==> config.mk <==
export PLATFORM = sky130hd
export DESIGN_NAME = write_address_decoder
export DESIGN_NICKNAME = d
export VERILOG_FILES = /design/src/rtl/write_address_decoder.sv
export SDC_FILE = /design/constraint.sdc
export NUM_CORES = 1
export LEC_CHECK = 0
export ABC_AREA = 1
export BUFFER_PORTS_ARGS = -buffer_cell sky130_fd_sc_hd__buf_2
export CAP_MARGIN = 40
export CELL_PAD_IN_SITES_DETAIL_PLACEMENT = 0
export CELL_PAD_IN_SITES_GLOBAL_PLACEMENT = 1
export CORE_MARGIN = 5
export CORE_UTILIZATION = 38
export CTS_CLUSTER_SIZE = 8
export DETAILED_ROUTE_END_ITERATION = 10
export MAX_ROUTING_LAYER = met4
export PLACE_DENSITY_LB_ADDON = 0.1
export SLEW_MARGIN = 10
export SYNTH_ARGS = -nofsm -noshare
export SYNTH_HDL_FRONTEND = slang
export SYNTH_SLANG_ARGS = --single-unit
==> constraint.sdc <==
create_clock -name clk -period 3.35 [get_ports clk]
set_clock_uncertainty 0.05 [all_clocks]
set_input_delay 0.67 -clock clk [delete_from_list [all_inputs] [get_ports clk]]
set_output_delay 0.67 -clock clk [all_outputs]
set_load 0.02 [all_outputs]
==> src/rtl/write_address_decoder.sv <==
// ---------------------------------------------------------------------------
// write_address_decoder
//
// Decodes AXI write-address (AW) requests from one master onto three
// slave-side arbiters using awaddr[11:10]:
//   00 -> s0, 01 -> s1, 10 -> s2, 11 -> decode error (no slave).
// The accepted AW is held in a single output register until the selected
// slave takes it. Every accepted AW, decode errors included, also pushes a
// {sel, awid} entry into a small route FIFO so the W router can steer data
// beats in AW acceptance order.
//
// Ports
//   clk, rst_n                    clock, asynchronous active-low reset
//   s_axi_aw*                     master AW payload and valid/ready
//   aw_decoder_*_sN (N = 0..2)    payload, valid and ready per slave arbiter
//   w_route_valid/sel/id          head of the route FIFO (sel 2'b11 = error)
//   w_route_pop                   W router consumed the head entry
//   dec_err                       one-cycle pulse after an unmapped accept
// ---------------------------------------------------------------------------
module write_address_decoder #(
    parameter int ROUTE_DEPTH = 4,
    parameter int ROUTE_AW    = 2
) (
    input  logic        clk,
    input  logic        rst_n,

    input  logic [11:0] s_axi_awaddr,
    input  logic [7:0]  s_axi_awlen,
    input  logic [2:0]  s_axi_awsize,
    input  logic [1:0]  s_axi_awburst,
    input  logic [5:0]  s_axi_awid,
    input  logic        s_axi_awvalid,
    output logic        s_axi_awready,

    output logic [11:0] aw_decoder_awaddr_s0,
    output logic [7:0]  aw_decoder_awlen_s0,
    output logic [2:0]  aw_decoder_awsize_s0,
    output logic [1:0]  aw_decoder_awburst_s0,
    output logic [5:0]  aw_decoder_awid_s0,
    output logic        aw_decoder_valid_s0,
    input  logic        aw_decoder_ready_s0,

    output logic [11:0] aw_decoder_awaddr_s1,
    output logic [7:0]  aw_decoder_awlen_s1,
    output logic [2:0]  aw_decoder_awsize_s1,
    output logic [1:0]  aw_decoder_awburst_s1,
    output logic [5:0]  aw_decoder_awid_s1,
    output logic        aw_decoder_valid_s1,
    input  logic        aw_decoder_ready_s1,

    output logic [11:0] aw_decoder_awaddr_s2,
    output logic [7:0]  aw_decoder_awlen_s2,
    output logic [2:0]  aw_decoder_awsize_s2,
    output logic [1:0]  aw_decoder_awburst_s2,
    output logic [5:0]  aw_decoder_awid_s2,
    output logic        aw_decoder_valid_s2,
    input  logic        aw_decoder_ready_s2,

    output logic        w_route_valid,
    output logic [1:0]  w_route_sel,
    output logic [5:0]  w_route_id,
    input  logic        w_route_pop,

    output logic        dec_err
);

    typedef enum logic [1:0] {
        SEL_S0  = 2'b00,
        SEL_S1  = 2'b01,
        SEL_S2  = 2'b10,
        SEL_ERR = 2'b11
    } sel_e;

    localparam int PAYLOAD_W = 31;
    localparam logic [ROUTE_AW:0] FULL_COUNT = (ROUTE_AW + 1)'(ROUTE_DEPTH);

    // ------------------------------------------------------------------
    // Decode and handshake
    // ------------------------------------------------------------------
    sel_e                 in_sel;
    logic [PAYLOAD_W-1:0] in_payload;
    logic                 accept;
    logic                 accept_mapped;

    logic                 hold_valid;
    sel_e                 hold_sel;
    logic [PAYLOAD_W-1:0] hold_payload;
    logic                 sel_ready;
    logic                 hold_fire;

    logic                 route_full;
    logic                 route_push;
    logic                 route_pop;

    assign in_sel     = sel_e'(s_axi_awaddr[11:10]);
    assign in_payload = {s_axi_awaddr, s_axi_awlen, s_axi_awsize,
                         s_axi_awburst, s_axi_awid};

    // NOTE: every signal assigned in always_comb gets a default first so no
    // path leaves it unassigned, which would otherwise infer a latch.
    always_comb begin
        sel_ready = 1'b0;
        case (hold_sel)
            SEL_S0:  sel_ready = aw_decoder_ready_s0;
            SEL_S1:  sel_ready = aw_decoder_ready_s1;
            SEL_S2:  sel_ready = aw_decoder_ready_s2;
            default: sel_ready = 1'b0;
        endcase
    end

    assign hold_fire = hold_valid && sel_ready;

    // rst_n gates awready so the master sees no ready while reset is held,
    // even though the registered terms alone would allow an accept.
    assign s_axi_awready = rst_n && (!hold_valid || hold_fire) && !route_full;

    assign accept        = s_axi_awvalid && s_axi_awready;
    assign accept_mapped = accept && (in_sel != SEL_ERR);

    // ------------------------------------------------------------------
    // Output holding register
    // ------------------------------------------------------------------
    // NOTE: sequential state uses non-blocking assignments so every register
    // samples the pre-edge values of the others regardless of block order.
    always_ff @(posedge clk or negedge rst_n) begin
        if (!rst_n) begin
            hold_valid   <= 1'b0;
            hold_sel     <= SEL_S0;
            hold_payload <= '0;
            dec_err      <= 1'b0;
        end else begin
            if (accept_mapped) begin
                // Also covers fire-and-reload in the same cycle (no bubble).
                hold_valid   <= 1'b1;
                hold_sel     <= in_sel;
                hold_payload <= in_payload;
            end else if (hold_fire) begin
                hold_valid   <= 1'b0;
            end
            dec_err <= accept && (in_sel == SEL_ERR);
        end
    end

    assign aw_decoder_valid_s0 = hold_valid && (hold_sel == SEL_S0);
    assign aw_decoder_valid_s1 = hold_valid && (hold_sel == SEL_S1);
    assign aw_decoder_valid_s2 = hold_valid && (hold_sel == SEL_S2);

    // Every slave sees the same held payload; only its valid differs.
    assign {aw_decoder_awaddr_s0, aw_decoder_awlen_s0, aw_decoder_awsize_s0,
            aw_decoder_awburst_s0, aw_decoder_awid_s0} = hold_payload;
    assign {aw_decoder_awaddr_s1, aw_decoder_awlen_s1, aw_decoder_awsize_s1,
            aw_decoder_awburst_s1, aw_decoder_awid_s1} = hold_payload;
    assign {aw_decoder_awaddr_s2, aw_decoder_awlen_s2, aw_decoder_awsize_s2,
            aw_decoder_awburst_s2, aw_decoder_awid_s2} = hold_payload;

    // ------------------------------------------------------------------
    // Route FIFO: {sel, awid} per accepted AW, in acceptance order
    // ------------------------------------------------------------------
    logic [7:0]          route_mem [ROUTE_DEPTH];
    logic [ROUTE_AW-1:0] wr_ptr;
    logic [ROUTE_AW-1:0] rd_ptr;
    logic [ROUTE_AW:0]   count;
    logic [7:0]          route_head;

    assign route_full    = (count == FULL_COUNT);
    assign w_route_valid = (count != '0);
    assign route_push    = accept;
    assign route_pop     = w_route_pop && w_route_valid;

    // NOTE: the storage array has no reset; entries are only observable
    // through w_route_valid, which is driven by the reset count.
    always_ff @(posedge clk) begin
        if (route_push) begin
            route_mem[wr_ptr] <= {in_sel, s_axi_awid};
        end
    end

    // Pointers are exactly ROUTE_AW bits, so they wrap modulo ROUTE_DEPTH.
    always_ff @(posedge clk or negedge rst_n) begin
        if (!rst_n) begin
            wr_ptr <= '0;
            rd_ptr <= '0;
            count  <= '0;
        end else begin
            if (route_push) wr_ptr <= wr_ptr + 1'b1;
            if (route_pop)  rd_ptr <= rd_ptr + 1'b1;
            case ({route_push, route_pop})
                2'b10:   count <= count + 1'b1;
                2'b01:   count <= count - 1'b1;
                default: count <= count;
            endcase
        end
    end

    assign route_head  = route_mem[rd_ptr];
    assign w_route_sel = route_head[7:6];
    assign w_route_id  = route_head[5:0];

endmodule

==> results of run 1 <==
power by group through the flow:
stage	Clock (W)	Sequential (W)	Combinational, W
6_report	0.000750	0.00142	0.00221
5_1_grt	0.000800	0.00148	0.00241
4_1_cts	0.000765	0.00143	0.00225
3_3_place_gp	0	0.00144	0.00223
2_1_floorplan	0	0.00162	0.00174
3_5_place_dp	0	0.00143	0.00225
state kept, by name, summed over array words and instances (netlist names):
signal and count:
hold_valid 1, route_mem 32, dec_err 1, hold_sel 2, hold_payload 29, count 3
rd_ptr 2, wr_ptr 2
cell type report:
| cell class | instances | area share |
|---|---|---|
| flip-flops and latches | 72 | 0.479 |
| multi-input cells | 178 | 0.227 |
| repair buffers | 150 | 0.192 |
| well taps | 111 | 0.0339 |
| clock buffers | 11 | 0.0321 |
| clock inverters | 5 | 0.0199 |
| inverters | 17 | 0.0156 |
| diodes | 1 | 0.000611 |
kinds of logic (layout without fill, tap and decap cells):
group	after synthesis	count (layout)	synth area share
DFF	72	72	0.557
adders and majority gates	6	6	0.0234
AOI/OAI and AO/OA	27	27	0.0412
and+or+nand+nor	142	142	0.192
other	0	1	0
buffers and inverters	96	183	0.179
xor gates and xnor gates	3	3	0.00746
worst reg2reg max path: stages, from the launching register on:
cell	delay (ns)
dfrtp_1	0.45
inv_1	0.12
nand3_1	0.12
nand3_2	0.12
nor2_4	0.05
nor2_8	0.40
nand2_4	0.16
ha_1	0.23
inv_1	0.10
fa_1	0.41
o21ai_0	0.15
worst min path at each step:
stage,end,slack (ns),cells after the start
global placement,count[0]$_DFFE_PN0P_,0.43,1
finish,count[2]$_DFFE_PN0P_,0.38,2
floorplan,count[0]$_DFFE_PN0P_,0.32,0
global route,count[2]$_DFFE_PN0P_,0.44,2
CTS,dec_err$_DFF_PN0_,0.39,2
detailed placement,count[0]$_DFFE_PN0P_,0.43,1
layer usage:
layer | wire length (um) | GRT usage
met1 | 3820 | 0.198
met2 | 3990 | 0.233
met3 | 417 | 0.0304
met5 | 0 | -
met4 | 87 | 0.0500
stage by stage:
step	hold WS, ns	utilization	power, W	area, um2
after global routing	0.438	0.448	0.00469	4100
after global placement	0.435	0.421	0.00367	3850
after floorplan	0.324	-	0.00336	3520
after detailed placement	0.435	0.424	0.00368	3880
final	0.380	0.448	0.00438	4100
after CTS	0.391	0.447	0.00444	4090
placed cells by master (no fill, tap or decap), drive strengths merged:
cell,netlist,final
a21oi,1,1
and2,1,1
buf,71,150
bufinv,0,2
clkbuf,8,11
clkinv,0,2
clkinvlp,0,1
dfrtp,40,40
diode,0,1
edfxtp,32,32
fa,1,1
ha,5,5
inv,17,17
nand2,71,71
nand3,8,8
nand4,33,33
nor2,26,26
nor3,3,3
o21ai,18,18
o22ai,8,8
xnor2,1,1
xor2,2,2
==> results.yml, run 1 <==
status:
  outcome: "complete, no violations"
critical_path:
  reg2reg_depth: 10
  cp-endpoint: "s_axi_awready"
  cp.depth: 6
  crit_type: "reg2out"
  cp.arrival_ns: 1.87
  slowest_delay_ns: 0.45
  cp-end-kind: "output pin"
  path_cells: "inv_1 -> nand3_1 -> nand3_2 -> nor2_4 -> nor2_8 -> buf_2"
  required_ns: 2.63
  crit_family: "simple AND/OR/NAND/NOR gates"
  timing.rr.start: "hold_sel[1]$_DFFE_PN0P_"
  crit_start: "hold_sel[1]$_DFFE_PN0P_"
  critPathBufInv: 2
  start_kind: "flop"
  regToRegSetupSlack_ns: 0.92
  worstPathMaxFanout: 35
  cp_slowest_cell: "dfrtp_1"
  regToRegEndpoint: "count[1]$_DFFE_PN0P_"
routing:
  via_per_inst: 4.74
  vias: 2585
  wl_mm: 8.31
  drc_errors: 0
  drtAntennaViolNets: 0
  wl_per_cell_um: 15.2
  drt_pass1_iterations: 4
  detail_route.iter0.violations: 80
sta:
  relSlewSlack: 0.526
  tightest_slew_ns: 0.709
  slew_viol_final: 0
  report.final.hold_viol_count: 0
  period_share: 0.773
  fin_ws_ns: 0.761
  period_needed_ns: 2.59
  setup_viol: 0
  max_freq_ghz: 0.386
  grt_setup_unrepaired: "false"
  finalSetupTns_ns: 0
die:
  pin_count: 145
  rows: 35
  fp.dieH_um: 106
  die_w_um: 106
  die_area_um2: 11300
  coreArea_um2: 9150
  initial_core_util: 0.385
finish:
  regArea_um2: 1960
  multi_input_area_um2: 931
  fill_cells: 918
  finalNetCount: 472
  drive_above_1_share: 0.400
  syn_to_final_growth_pct: 16.3
  fin_cells: 545
power_and_ir_drop:
  comb_power_share: 0.504
  power.density_nw_per_um2: 1070
  switching_power_w: 0.00207
  seqPwrFrac: 0.325
  p_int_w: 0.00231
  power_leakage_nw: 2.08
  swShare: 0.473
  irDropWorstVdd_mv: 0.394
  pwr-share-clk: 0.171
job:
  drv_cap: 0
clock_tree:
  cts-root-buf: "clkbuf_8"
  cts_setup_buffers: 0
  hold_buffers: 0
  cts_buffer_depth: 2
  htreeDepth: 3
  clk_pin_slew_worst_paths_ns: 0.08
  cts_tree: "built"
  cts_buffers: 9
  cts_sinks: 72
  clkLatencyLatePin_ns: 0.34
  cts_resized: 0
global_route:
  grt_max_degree: 41
  groute.usage.overall: 0.150
  grt_pass1_wl_mm: 13.0
  gr-total-overflow: 0
  grt_pass1_vias: 2519
  antenna_found_initial: 1
logic_synthesis:
  async_flop_share: 0.556
  synth.top_cell.area_share: 0.284
  ys_types: 26
  netlist_top_cells_area: "dfrtp_1, edfxtp_1, buf_4, nand2_1, nand4_1"
  synth_area_um2: 3520
  ys_ff_latch: 72
  synth_fp_nets: 390
  syn_area_per_cell_um2: 10.2
  yosys_warnings: 0
  synth_top_cell_by_area: "dfrtp_1"
  seq_area_frac_synth: 0.557
  ys.flop_type: "dfrtp_1"
  synthCells: 346
  synth_enable_flop_cells: 32
  yosysMostFrequentCell: "nand2_1"
  synth_common_cells: "nand2_1, buf_4, dfrtp_1"
placement:
  place_ws_ns: 0.699
  io_buffers: 144
  dp_cells: 528
  hpwl_mm: 5.73
  gp_congestion: 0.757
worst_hold_path:
  hp-class: "in2async"
Note: power is estimated with default switching activity, not from simulation.
==> run 2, diff against run 1 <==
--- a/config.mk
+++ b/config.mk
@@ -5,13 +5,13 @@
 export SDC_FILE = /design/constraint.sdc
 export NUM_CORES = 1
 export LEC_CHECK = 0
-export ABC_AREA = 1
+export ABC_AREA = 0
 export BUFFER_PORTS_ARGS = -buffer_cell sky130_fd_sc_hd__buf_2
 export CAP_MARGIN = 40
 export CELL_PAD_IN_SITES_DETAIL_PLACEMENT = 0
 export CELL_PAD_IN_SITES_GLOBAL_PLACEMENT = 1
 export CORE_MARGIN = 5
-export CORE_UTILIZATION = 38
+export CORE_UTILIZATION = 37
 export CTS_CLUSTER_SIZE = 8
 export DETAILED_ROUTE_END_ITERATION = 10
 export MAX_ROUTING_LAYER = met4
==> constraint.sdc (replaced) <==
create_clock -name clk -period 2.7 [get_ports clk]
set_clock_uncertainty 0.05 [all_clocks]
set_input_delay 0.54 -clock clk [delete_from_list [all_inputs] [get_ports clk]]
set_output_delay 0.54 -clock clk [all_outputs]
set_load 0.02 [all_outputs]
==> results.yml, run 2 <==
logic_synthesis:
  synth_top_cell_by_area: "dfrtp_1"
  synth_area_um2: 3380
  yosysMostFrequentCell: "buf_4"
  netlist_top_cells_area: "dfrtp_1, edfxtp_1, buf_4, mux2_2, mux4_2"
  synth-adder-area-share: 0.0244
  syn_area_per_cell_um2: 15.0
  synth_compound_area_frac: 0.0107
  yosys.area_share.simple: 0.0419
  synth_mux_area_frac: 0.170
  synth_enable_flop_cells: 32
  synth-xor-area-share: 0.0156
  yosys_warnings: 0
  seq_area_frac_synth: 0.581
  ys_ff_latch: 72
  synth.top_cell.area_share: 0.296
  synth_top_family_by_area: "multiplexers"
  synth_fp_nets: 269
  synthCells: 225
  synth_common_cells: "buf_4, dfrtp_1, edfxtp_1"
  ys.flop_type: "dfrtp_1"
  ys_types: 27
  async_flop_share: 0.556
routing:
  wl_mm: 6.57
  wl_per_cell_um: 15.3
  drt_pass1_iterations: 4
  via_per_inst: 4.51
  detail_route.iter0.violations: 64
  drc_errors: 0
  vias: 1938
  drtAntennaViolNets: 0
critical_path:
  regToRegEndpoint: "count[2]$_DFFE_PN0P_"
  slowest_delay_ns: 0.51
  worstPathMaxFanout: 6
  path_cells: "buf_4 -> mux4_2 -> buf_2"
  critPathBufInv: 2
  required_ns: 2.11
  start_kind: "flop"
  cp-end-kind: "output pin"
  cp.arrival_ns: 1.74
  crit_type: "reg2out"
  regToRegSetupSlack_ns: 0.51
  reg2reg_depth: 9
  crit_family: "flip-flops"
  cp_slowest_cell: "dfrtp_1"
  timing.rr.start: "hold_sel[1]$_DFFE_PN0P_"
sta:
  grt_setup_unrepaired: "false"
  relSlewSlack: 0.643
  period_needed_ns: 2.33
  finalSetupTns_ns: 0
  report.final.hold_viol_count: 0
  max_freq_ghz: 0.429
  setup_viol: 0
  period_share: 0.863
  tightest_slew_ns: 0.536
  slew_viol_final: 0
global_route:
  grt_pass1_wl_mm: 10.8
  gr-total-overflow: 0
  antenna_found_initial: 0
  grt_pass1_vias: 2091
  grt_max_degree: 42
  groute.usage.overall: 0.127
finish:
  fin_cells: 430
  fill_cells: 850
  largest_register: "route_mem"
  fin_util: 0.452
  syn_to_final_growth_pct: 17.9
  drive_above_1_share: 0.630
  final_common_cell: "buf_2"
  largest_reg_flops: 32
  reg_top3: "route_mem x32, hold_payload x29, count x3"
  antenna_cells: 0
  final_cell_mix: "buf_2, dfrtp_1, edfxtp_1"
  finalNetCount: 361
clock_tree:
  clk_pin_slew_worst_paths_ns: 0.08
  cts_buffer_depth: 2
  cts_setup_buffers: 0
  cts_resized: 0
  cts_sinks: 72
  hold_buffers: 0
  cts-root-buf: "clkbuf_8"
  cts_buffers: 9
  htreeDepth: 3
  clkLatencyLatePin_ns: 0.33
  cts_tree: "built"
worst_hold_path:
  hp-class: "in2async"
die:
  initial_core_util: 0.384
  coreArea_um2: 8810
  rows: 34
  fp.dieH_um: 106
  pin_count: 145
  die_area_um2: 11100
  die_w_um: 106
power_and_ir_drop:
  pwr-share-clk: 0.156
  swShare: 0.443
  seqPwrFrac: 0.339
  p_int_w: 0.00302
  comb_power_share: 0.505
  switching_power_w: 0.00240
  power_leakage_nw: 1.91
  irDropWorstVdd_mv: 0.590
  power.density_nw_per_um2: 1360
job:
  drv_cap: 0
placement:
  hpwl_mm: 4.79
  gp_congestion: 0.656
  io_buffers: 144
  dp_cells: 414
status:
  outcome: "complete, no violations"
-- run 2: cell count changes in the layout (fill, tap and decap cells not counted), moves of 10 or more --
cell     before  now
mux2_2        0   20
mux2_4        0   10
nand4_1      32    0
nor2_1       24    2
nand2_1      70    6
o21ai_0      18    0
-- run 2: routing by layer --
layer,wire length (um),track usage
met5,0,-
met4,104,0.0555
met3,477,0.0318
met2,3040,0.194
met1,2950,0.163
-- run 2: power groups by stage --
| stage | clock [W] | sequential (W) | combinational, W |
|---|---|---|---|
| 4_1_cts | 0.000885 | 0.00185 | 0.00279 |
| 2_1_floorplan | 0 | 0.00208 | 0.00220 |
| 5_1_grt | 0.000935 | 0.00193 | 0.00293 |
| 3_5_place_dp | 0 | 0.00186 | 0.00279 |
| 3_3_place_gp | 0 | 0.00185 | 0.00279 |
| 6_report | 0.000845 | 0.00184 | 0.00274 |
-- run 2: stage by stage --
step	total power [W]	setup WS, ns	hold WS [ns]	cell area (um2)
after global placement	0.00464	0.433	0.429	3770
after global routing	0.00579	0.228	0.282	3980
after detailed placement	0.00465	0.372	0.447	3770
after CTS	0.00553	0.301	0.250	3980
after floorplan	0.00428	0.480	0.194	3380
final	0.00542	0.371	0.239	3980
-- run 2: logic make-up after synthesis --
kind of cell / after synthesis
AOI/OAI and AO/OA: 3
muxes: 40
adders and majority gates: 6
xor gates and xnor gates: 6
and+or+nand+nor: 24
buffers and inverters: 74
DFF: 72
-- run 2: how the worst max path moves through the flow --
stage                                 start                    to  slack [ns]  depth (start not counted)
floorplan           hold_sel[1]$_DFFE_PN0P_  count[2]$_DFFE_PN0P_        0.48                          9
global placement        aw_decoder_ready_s2  count[2]$_DFFE_PN0P_        0.43                         10
detailed placement      aw_decoder_ready_s2  count[2]$_DFFE_PN0P_        0.37                         10
CTS                   rd_ptr[0]$_DFFE_PN0P_        w_route_sel[1]        0.30                          3
global route          rd_ptr[0]$_DFFE_PN0P_         w_route_id[4]        0.23                          3
finish                rd_ptr[0]$_DFFE_PN0P_         w_route_id[5]        0.37                          3
-- run 2: cell type report --
class,instances,area [um2],share of cell area
multi-input combinational,79,888,0.223
timing repair buffer,148,763,0.192
inverter,7,26.3,0.00660
clock buffer,12,178,0.0446
clock inverter,4,30.0,0.00754
tap,108,135,0.0339
sequential,72,1960,0.493
-- run 2: worst register-to-register path, cell delays in order, from the launching register on --
cell      delay (ns)
dfrtp_1         0.44
mux2i_1         0.31
o211ai_4        0.16
nand2_1         0.11
ha_1            0.19
inv_1           0.06
fa_1            0.37
xor2_1          0.15
nor2_1          0.11
xor2_1          0.17
==> run 3, diff against run 2 <==
--- a/config.mk
+++ b/config.mk
@@ -8,14 +8,14 @@
 export ABC_AREA = 0
 export BUFFER_PORTS_ARGS = -buffer_cell sky130_fd_sc_hd__buf_2
 export CAP_MARGIN = 40
-export CELL_PAD_IN_SITES_DETAIL_PLACEMENT = 0
-export CELL_PAD_IN_SITES_GLOBAL_PLACEMENT = 1
+export CELL_PAD_IN_SITES_DETAIL_PLACEMENT = 1
+export CELL_PAD_IN_SITES_GLOBAL_PLACEMENT = 2
 export CORE_MARGIN = 5
-export CORE_UTILIZATION = 37
+export CORE_UTILIZATION = 31
 export CTS_CLUSTER_SIZE = 8
 export DETAILED_ROUTE_END_ITERATION = 10
 export MAX_ROUTING_LAYER = met4
-export PLACE_DENSITY_LB_ADDON = 0.1
+export PLACE_DENSITY = 0.88
 export SLEW_MARGIN = 10
 export SYNTH_ARGS = -nofsm -noshare
 export SYNTH_HDL_FRONTEND = slang
==> results.yml, run 3 (synthesis gave the netlist of run 2 again) <==
placement:
  place_ws_ns: 0.319
  dp_cells: 444
  hpwl_mm: 5.35
  gp_congestion: 0.690
  io_buffers: 144
critical_path:
  start_kind: "flop"
  slowest_delay_ns: 0.72
  timing.rr.start: "hold_sel[1]$_DFFE_PN0P_"
  regToRegSetupSlack_ns: 0.45
  cp-end-kind: "output pin"
  path_cells: "mux4_2 -> buf_2"
  cp.arrival_ns: 1.83
  required_ns: 2.11
  regToRegEndpoint: "count[2]$_DFFE_PN0P_"
  crit_family: "flip-flops"
  crit_type: "reg2out"
  critPathBufInv: 1
  cp_slowest_cell: "dfrtp_1"
  reg2reg_depth: 9
  worstPathMaxFanout: 10
power_and_ir_drop:
  power.density_nw_per_um2: 1360
  pwr-share-clk: 0.154
  power_leakage_nw: 1.88
  p_int_w: 0.00298
  irDropWorstVdd_mv: 0.634
  switching_power_w: 0.00244
  power_w: 0.00543
  swShare: 0.451
  comb_power_share: 0.502
  seqPwrFrac: 0.344
global_route:
  grt_max_degree: 42
  gr-total-overflow: 0
  antenna_found_initial: 0
  grt_pass1_vias: 2154
  groute.usage.overall: 0.116
  grt_pass1_wl_mm: 11.1
finish:
  fin_cells: 460
  drive_above_1_share: 0.628
  regArea_um2: 1960
  fill_cells: 1214
  final_common_cell: "buf_2"
  largest_register: "route_mem"
  largest_reg_flops: 32
  reg_top3: "route_mem x32, hold_payload x29, count x3"
  syn_to_final_growth_pct: 18.1
  antenna_cells: 0
  finalNetCount: 359
  final_cell_mix: "buf_2, dfrtp_1, edfxtp_1"
  multi_input_area_um2: 888
routing:
  wl_per_cell_um: 15.7
  vias: 1979
  detail_route.iter0.violations: 33
  drc_errors: 0
  drtAntennaViolNets: 0
  wl_mm: 7.21
  drt_pass1_iterations: 4
  via_per_inst: 4.30
sta:
  fin_ws_ns: 0.279
  period_needed_ns: 2.42
  finalSetupTns_ns: 0
  slew_viol_final: 0
  report.final.hold_viol_count: 0
  grt_setup_unrepaired: "false"
  relSlewSlack: 0.609
  period_share: 0.896
  tightest_slew_ns: 0.586
  setup_viol: 0
  max_freq_ghz: 0.413
clock_tree:
  cts-root-buf: "clkbuf_8"
  cts_buffer_depth: 2
  clk_pin_slew_worst_paths_ns: 0.08
  cts_sinks: 72
  cts_resized: 0
  cts_setup_buffers: 0
  cts_buffers: 9
  hold_buffers: 0
  htreeDepth: 3
  cts_tree: "built"
  clkLatencyLatePin_ns: 0.35
die:
  fp.dieH_um: 114
  initial_core_util: 0.314
  rows: 38
  die_w_um: 114
  die_area_um2: 13100
  pin_count: 145
  coreArea_um2: 10700
job:
  drv_cap: 0
status:
  outcome: "complete, no violations"
worst_hold_path:
  hp-class: "in2async"
-- run 3: changes by cell type in the layout (fill, tap and decap cells not counted), sizes merged --
cell	delta
buf	-2
bufinv	+1
clkbuf	-1
inv	-2
clkinvlp	+2
-- run 3: through the flow --
step / util / cell area, um2 / hold WS (ns)
4_1_cts: 0.371 / 3990 / 0.273
3_5_place_dp: 0.354 / 3800 / 0.446
6_report: 0.371 / 3990 / 0.251
3_3_place_gp: 0.354 / 3800 / 0.433
2_1_floorplan: - / 3380 / 0.194
5_1_grt: 0.371 / 3990 / 0.310
-- run 3: worst max-delay path by stage --
stage	startpoint	end	slack, ns	depth (start not counted)
after global routing	rd_ptr[0]$_DFFE_PN0P_	w_route_id[2]	0.15	2
after floorplan	hold_sel[1]$_DFFE_PN0P_	count[2]$_DFFE_PN0P_	0.48	9
after CTS	rd_ptr[0]$_DFFE_PN0P_	w_route_id[1]	0.24	2
after global placement	aw_decoder_ready_s2	count[2]$_DFFE_PN0P_	0.35	10
after detailed placement	aw_decoder_ready_s2	count[2]$_DFFE_PN0P_	0.32	10
final	rd_ptr[0]$_DFFE_PN0P_	w_route_id[1]	0.28	2
-- run 3: layer usage --
layer  track usage  wire (um)  part of all wire
met1         0.143       2970              0.41
met2         0.179       3570              0.50
met3        0.0275        511             0.071
met4        0.0546        154             0.021
met5             -          0                 0
-- run 3: cell type report --
class	count	area share
Sequential cell	72	0.492
Multi-Input combinational cell	79	0.223
Timing Repair Buffer	146	0.188
Tap cell	140	0.0439
Clock buffer	11	0.0329
Clock inverter	5	0.0147
Inverter	7	0.00659
-- run 3: worst register-to-register path, delay by kind of cell, from the launching register on --
family	cells	cell delay (ns)
xor+xnor	2	0.30
fa+ha+maj	2	0.57
compound gates	1	0.16
simple gates	2	0.28
mux	1	0.32
buf+inv	1	0.06
flops	1	0.44
-- run 3: power by group through the flow --
stage                     logic [W]  registers, W  clock network (W)
after CTS                   0.00278       0.00188           0.000868
after global placement      0.00274       0.00187                  0
after detailed placement    0.00277       0.00190                  0
after floorplan             0.00220       0.00208                  0
after global routing        0.00289       0.00195           0.000919
final                       0.00272       0.00187           0.000834
